<file path="src/rtl/writeback_pkg.sv">
// Shared types for the requantize write-back path: the FIFO entry that
// carries a finished int8 result with its precomputed SRAM address, and
// the layer sequencing states.
package writeback_pkg;

   // SRAM address width; the entry struct is sized from it.
   localparam int WB_ADDR_W = 16;

   typedef logic signed [7:0] int8_t;

   typedef struct packed {
      logic [WB_ADDR_W-1:0] addr;
      int8_t                data;
   } wb_entry_t;

   typedef enum logic [1:0] {
      IDLE  = 2'd0,
      RUN   = 2'd1,
      FLUSH = 2'd2,
      DONE  = 2'd3
   } wb_state_t;

endpackage

</file>
<file path="src/rtl/wb_lane_fifo.sv">
// Per-lane synchronous FIFO of write-back entries. A push while full is
// still accepted when a pop happens in the same cycle, because the pop
// frees the slot the push lands in.
module wb_lane_fifo
   import writeback_pkg::*;
#(
   parameter int DEPTH = 4,
   localparam int PTR_W = $clog2(DEPTH),
   localparam int CNT_W = PTR_W + 1
) (
   input  logic             clk_i,
   input  logic             reset_i,
   input  logic             push_i,
   input  wb_entry_t        push_entry_i,
   input  logic             pop_i,
   output wb_entry_t        head_o,
   output logic             full_o,
   output logic             empty_o,
   output logic [CNT_W-1:0] count_o
);

   wb_entry_t        mem_q [DEPTH];
   logic [PTR_W-1:0] wptr_q;
   logic [PTR_W-1:0] rptr_q;
   logic [CNT_W-1:0] count_q;
   logic             wr_en;
   logic             rd_en;

   assign full_o  = (count_q == CNT_W'(DEPTH));
   assign empty_o = (count_q == '0);
   assign count_o = count_q;
   assign head_o  = mem_q[rptr_q];
   assign rd_en   = pop_i && !empty_o;
   assign wr_en   = push_i && (!full_o || pop_i);

   // Entry storage; contents need no reset since count gates all reads.
   always_ff @(posedge clk_i) begin
      if (wr_en) begin
         mem_q[wptr_q] <= push_entry_i;
      end
   end

   // Pointers and occupancy; pointers wrap naturally at a power-of-two depth.
   always_ff @(posedge clk_i) begin
      if (reset_i) begin
         wptr_q  <= '0;
         rptr_q  <= '0;
         count_q <= '0;
      end else begin
         if (wr_en) wptr_q <= wptr_q + 1'b1;
         if (rd_en) rptr_q <= rptr_q + 1'b1;
         case ({wr_en, rd_en})
            2'b10:   count_q <= count_q + 1'b1;
            2'b01:   count_q <= count_q - 1'b1;
            default: count_q <= count_q;
         endcase
      end
   end

endmodule

</file>
<file path="src/rtl/requant_writeback_arbiter.sv">
// Collects int8 results from the requantize lanes into per-lane FIFOs,
// round-robins them onto the single SRAM write port through a registered
// output stage, and sequences a layer from start to done.
// Write port handshake: a write transfers on a rising edge where
// mem_we=1 and mem_ready=1; while mem_we=1 and mem_ready=0 the address
// and data are held unchanged.
module requant_writeback_arbiter
   import writeback_pkg::*;
#(
   parameter int SA_N       = 4,
   parameter int MAX_N      = 64,
   parameter int N_BITS     = $clog2(MAX_N),
   parameter int FIFO_DEPTH = 4
) (
   input  logic                         clk,
   input  logic                         reset,
   input  logic                         start,
   input  logic                         drain,
   input  logic [WB_ADDR_W-1:0]         cfg_base_addr,
   input  logic [WB_ADDR_W-1:0]         cfg_row_stride,
   input  logic [WB_ADDR_W-1:0]         cfg_col_stride,
   input  logic [SA_N-1:0]              in_valid,
   input  logic [SA_N-1:0][N_BITS-1:0]  in_row,
   input  logic [SA_N-1:0][N_BITS-1:0]  in_col,
   input  logic [SA_N-1:0][7:0]         in_data,
   output logic                         mem_we,
   output logic [WB_ADDR_W-1:0]         mem_addr,
   output logic [7:0]                   mem_wdata,
   input  logic                         mem_ready,
   output logic                         busy,
   output logic                         done,
   output logic                         overflow
);

   localparam int ADDR_W = WB_ADDR_W;
   localparam int LANE_W = (SA_N > 1) ? $clog2(SA_N) : 1;
   localparam int CNT_W  = $clog2(FIFO_DEPTH) + 1;

   wb_state_t         state_q, state_d;
   logic [ADDR_W-1:0] base_q, row_stride_q, col_stride_q;
   logic [LANE_W-1:0] rr_q;
   logic              mem_we_q;
   logic [ADDR_W-1:0] mem_addr_q;
   logic [7:0]        mem_wdata_q;
   logic              overflow_q;

   wb_entry_t         push_entry [SA_N];
   wb_entry_t         fifo_head  [SA_N];
   logic [CNT_W-1:0]  fifo_count [SA_N];
   logic [SA_N-1:0]   push_en, fifo_pop, fifo_full, fifo_empty, ovf_hit;
   logic              layer_active, start_acc, stage_free, fifos_idle;
   logic              grant_valid;
   logic [LANE_W-1:0] grant_lane, cand;

   assign layer_active = (state_q == RUN) || (state_q == FLUSH);
   assign start_acc    = (state_q == IDLE) && start;
   assign stage_free   = !mem_we_q || mem_ready;

   // Address generation at push time plus push gating and overflow detect.
   always_comb begin
      fifos_idle = 1'b1;
      for (int k = 0; k < SA_N; k++) begin
         push_entry[k].addr = base_q
                            + ADDR_W'(in_row[k]) * row_stride_q
                            + ADDR_W'(in_col[k]) * col_stride_q
                            + ADDR_W'(k);
         push_entry[k].data = in_data[k];
         push_en[k]         = in_valid[k] && layer_active;
         ovf_hit[k]         = push_en[k] && fifo_full[k] && !fifo_pop[k];
         fifo_pop[k]        = grant_valid && (grant_lane == LANE_W'(k));
         if (fifo_count[k] != '0) fifos_idle = 1'b0;
      end
   end

   for (genvar k = 0; k < SA_N; k++) begin : g_lane
      wb_lane_fifo #(.DEPTH(FIFO_DEPTH)) u_fifo (
         .clk_i        (clk),
         .reset_i      (reset),
         .push_i       (push_en[k]),
         .push_entry_i (push_entry[k]),
         .pop_i        (fifo_pop[k]),
         .head_o       (fifo_head[k]),
         .full_o       (fifo_full[k]),
         .empty_o      (fifo_empty[k]),
         .count_o      (fifo_count[k])
      );
   end

   // Round-robin search from the pointer; grant only when the stage can load.
   always_comb begin
      grant_valid = 1'b0;
      grant_lane  = '0;
      cand        = '0;
      for (int i = 0; i < SA_N; i++) begin
         cand = LANE_W'((int'(rr_q) + i) % SA_N);
         if (!grant_valid && !fifo_empty[cand]) begin
            grant_valid = 1'b1;
            grant_lane  = cand;
         end
      end
      if (!stage_free) grant_valid = 1'b0;
   end

   // FSM state register.
   always_ff @(posedge clk) begin
      if (reset) state_q <= IDLE;
      else       state_q <= state_d;
   end

   // FSM next state; FLUSH ends once nothing is queued or still on the port.
   always_comb begin
      state_d = state_q;
      case (state_q)
         IDLE:    if (start) state_d = RUN;
         RUN:     if (drain) state_d = FLUSH;
         FLUSH:   if (fifos_idle && stage_free) state_d = DONE;
         DONE:    state_d = IDLE;
         default: state_d = IDLE;
      endcase
   end

   // FSM outputs.
   always_comb begin
      busy = (state_q != IDLE);
      done = (state_q == DONE);
   end

   // Layer configuration and sticky overflow, both renewed by an accepted start.
   always_ff @(posedge clk) begin
      if (reset) begin
         base_q       <= '0;
         row_stride_q <= '0;
         col_stride_q <= '0;
         overflow_q   <= 1'b0;
      end else if (start_acc) begin
         base_q       <= cfg_base_addr;
         row_stride_q <= cfg_row_stride;
         col_stride_q <= cfg_col_stride;
         overflow_q   <= 1'b0;
      end else if (|ovf_hit) begin
         overflow_q   <= 1'b1;
      end
   end

   // Registered write stage and round-robin pointer update.
   always_ff @(posedge clk) begin
      if (reset) begin
         mem_we_q    <= 1'b0;
         mem_addr_q  <= '0;
         mem_wdata_q <= '0;
         rr_q        <= '0;
      end else if (grant_valid) begin
         mem_we_q    <= 1'b1;
         mem_addr_q  <= fifo_head[grant_lane].addr;
         mem_wdata_q <= fifo_head[grant_lane].data;
         rr_q        <= (grant_lane == LANE_W'(SA_N - 1)) ? '0 : grant_lane + 1'b1;
      end else if (mem_ready) begin
         mem_we_q    <= 1'b0;
      end
   end

   assign mem_we    = mem_we_q;
   assign mem_addr  = mem_addr_q;
   assign mem_wdata = mem_wdata_q;
   assign overflow  = overflow_q;

endmodule

</file>
<file path="config.mk">
export PLATFORM = sky130hd
export DESIGN_NAME = requant_writeback_arbiter
export DESIGN_NICKNAME = d
export VERILOG_FILES = /design/src/rtl/writeback_pkg.sv /design/src/rtl/wb_lane_fifo.sv /design/src/rtl/requant_writeback_arbiter.sv
export SDC_FILE = /design/constraint.sdc
export NUM_CORES = 2
export LEC_CHECK = 0
export BUFFER_PORTS_ARGS = -buffer_cell sky130_fd_sc_hd__buf_2
export CELL_PAD_IN_SITES_DETAIL_PLACEMENT = 0
export CELL_PAD_IN_SITES_GLOBAL_PLACEMENT = 1
export CORE_MARGIN = 10
export CORE_UTILIZATION = 55
export CTS_CLUSTER_DIAMETER = 50
export CTS_CLUSTER_SIZE = 24
export DETAILED_ROUTE_END_ITERATION = 8
export PLACE_DENSITY = 0.94
export SETUP_SLACK_MARGIN = 0.4
export SLEW_MARGIN = 0
export SYNTH_ARGS = -nofsm -noshare
export SYNTH_HDL_FRONTEND = slang
export SYNTH_SLANG_ARGS = --single-unit
</file>
<file path="constraint.sdc">
create_clock -name clk -period 10 [get_ports clk]
set_clock_uncertainty 0.1 [all_clocks]
set_input_delay 0.5 -clock clk [delete_from_list [all_inputs] [get_ports clk]]
set_output_delay 0.5 -clock clk [all_outputs]
set_load 0.02 [all_outputs]
</file>
==> results_dict.tcl <==
set metrics [dict create \
    outcome "completed" \
    pin_count 165 \
    coreArea_mm2 0.0704 \
    period_needed_ns 6.18 \
    synth_cell_types 60 \
    clk_latency_ns 0.60 \
    cts_tree "yes" \
    avgSynthCellArea_um2 11.0 \
    synth-simple-area-share 0.124 \
    die_x_um 287 \
    final-setup-viol-count 0 \
    synth_adder_area_share 0.312 \
    synth_area_mm2 0.0393 \
    synth-async-reset-ratio 0 \
    seq_area_mm2 0.0138 \
    cts_sinks 498 \
    synth_top_family_by_area "adder cells" \
    num_vias 25200 \
    cp-startpoint "col_stride_q[2]" \
    cts_root_buffer "clkbuf_16" \
    layout_setup_ws_ns 3.82 \
    final_cell_mix "inv_1, nand2_1, fa_1, edfxtp_1, and2_1" \
    die_area_mm2 0.0825 \
    synth-compound-area-share 0.0407 \
    dp_slack_ns 3.85 \
    min_path_type "in2reg" \
    ctsHtreeMaxLevel 2 \
    remaining_drc_errors 0 \
    synthMuxAreaShare 0.0563 \
    synthXorXnorAreaFrac 0.0323 \
    critPathMaxFanout 25 \
    grt_overflow 0 \
    arrival_ns 6.48 \
    p_sw_frac 0.449 \
    syn_inst 3562 \
    use_met2 0.392 \
    power_frac_seq 0.287 \
    comb_power_share 0.557 \
    syn_to_final_growth_pct 8.99 \
    finalHoldViolCount 0 \
    grt_max_degree 52 \
    grt.busiest_layer "met2" \
    final_common_cell "inv_1" \
    die_h_um 287 \
    wl_per_cell_um 19.8 \
    grt_pass1_wl_um 148000 \
    max_freq_ghz 0.162 \
    worst_pin_slew_ns 1.17 \
    period_share 0.618 \
    internal_power_uw 7160 \
    start_util 0.558 \
    relSlewSlack 0.216 \
    gp_congestion 0.921 \
    pwr-share-clk 0.157 \
    ir_drop_mv 0.209 \
    drv_slew 0 \
    cp.required_ns 10.30 \
    via_per_inst 5.43 \
    totalWireLength_um 91900 \
    fill_cells 5561 \
    gr-usage-all-layers 0.230 \
    worstHoldStart "in_data[15]" \
    synthFlopType "edfxtp_1" \
    syn_nets 4370 \
    multi_input_area_mm2 0.0222 \
    drive_above_1_share 0.108 \
    timing.setup.tns_ns 0 \
    grt_use_met1 0.296 \
    post_cts_buffers 0 \
    clk_pin_slew_ns 0.08 \
    worst_setup_path_start_kind "flip-flop" \
    synth.yosys.seq_area_share 0.352 \
    ctsResizeCount 0 \
    endpoint_kind "flip-flop" \
    p_per_area_mw_per_mm2 303 \
    postSynthRegisterBits 498 \
    r2r_start "col_stride_q[2]" \
    ant_nets 0 \
    rsz0062_at_grt "no" \
    cap_violations 0 \
    yosys_warnings 0 \
    critPathKind "reg2reg" \
    dp_hpwl_um 67800 \
    dr.pass1.iters 5 \
    cellLeakagePower_uw 0.0179 \
    cts_buffers 47 \
    grt_pass1_vias 26900 \
    grt_use_met3 0.0397 \
    final_util 0.608 \
    cts.path.max_buffers 3 \
    portBuffers 164 \
    antenna_found_initial 2 \
    num_rows 97 \
    synth_edf_count 384 \
    fin_nets 4464 \
    switching_power_uw 5820 \
    drt-initial-drc-count 1835 \
]
## metal layers
| layer | up-vias | share of wire |
|---|---|---|
| li1 | 11300 | - |
| met1 | 12800 | 0.40 |
| met2 | 872 | 0.50 |
| met3 | 151 | 0.071 |
| met4 | 0 | 0.032 |
| met5 | - | 0 |
## worst max-delay path: stages (launching register included)
cell and delay [ns]:
dfxtp_1 0.97, nand2_1 0.18, fa_1 0.58, inv_1 0.05, fa_1 0.43, ha_1 0.28, inv_1 0.05, fa_1 0.57
fa_1 0.42, inv_1 0.08, ha_1 0.16, inv_1 0.06, fa_1 0.45, nor2b_1 0.12, o21ai_0 0.11, a21boi_0 0.26
o21ai_0 0.17, a211oi_1 0.43, a221oi_1 0.21, xnor2_1 0.31
## cell type report
cell class	count	area share
Multi-Input combinational cell	2217	0.519
Clock buffer	52	0.0289
Sequential cell	498	0.323
Inverter	680	0.0596
Antenna cell	2	0.000117
Timing Repair Buffer	212	0.0286
Clock inverter	36	0.0136
Tap cell	940	0.0275
## cells in the mapped netlist (86+ instances only)
master    instances  area [um2]
edfxtp_1        384       11500
nor2_1           86         323
mux4_2           96        2160
nand2_1         579        2170
a21oi_1         129         646
fa_1            516       10300
dfxtp_1         114        2280
ha_1            155        1940
xnor2_1         117        1020
clkbuf_1        137         514
inv_1           679        2550
and2_1          309        1930
## sequential cells by signal (all words and copies together), names as in the netlist, named ones only
signal and flops:
g_lane.u_fifo.rptr_q 8, mem_we 1, row_stride_q 16, col_stride_q 16
rr_q 2, overflow 1, g_lane.u_fifo.mem_q 384, mem_wdata 8
base_q 16, state_q 2, g_lane.u_fifo.count_o 12, g_lane.u_fifo.wptr_q 8
mem_addr 16
## final timing paths
check | end | slack, ns | depth (start not counted)
worst max-delay path | g_lane[1].u_fifo.mem_q[3][22] | 3.82 | 19
worst min-delay path | g_lane[1].u_fifo.mem_q[0][7] | 0.02 | 1
worst max register to register | g_lane[1].u_fifo.mem_q[3][22] | 3.82 | 19
worst min register to register | row_stride_q[10] | 0.35 | 2
## kinds of logic after synthesis
group | after synthesis
multiplexers | 101
AO/OA/AOI/OAI | 258
XOR/XNOR | 145
adder cells (fa/ha/maj) | 671
buffers and inverters | 847
AND/OR/NAND/NOR | 1042
flip-flops | 498
## power by group through the flow
stage               Clock [uW]  Combinational (uW)  Sequential (uW)
CTS                       2070                7160             3730
global placement             0                6820             3730
detailed placement           0                7060             3760
floorplan                    0                5100             3580
global route              2140                8100             3770
finish                    2030                7230             3720
## per-stage QoR
step / hold WS [ns] / area (um2) / cells / total power, uW
6_report: 0.0244 / 42800 / 4637 / 13000
5_1_grt: 0.00580 / 42800 / 4637 / 14000
4_1_cts: 0.00102 / 42800 / 4635 / 13000
3_5_place_dp: 0.345 / 40800 / 4531 / 10800
3_3_place_gp: 0.337 / 40800 / 4531 / 10500
2_1_floorplan: 0.336 / 39300 / 3562 / 8680
## repair_timing
item	CTS	global route
endpoints found under the hold margin	53	0
hold buffers	16	0
setup endpoints to repair	0	0
Note: power is estimated with default switching activity, not from simulation.
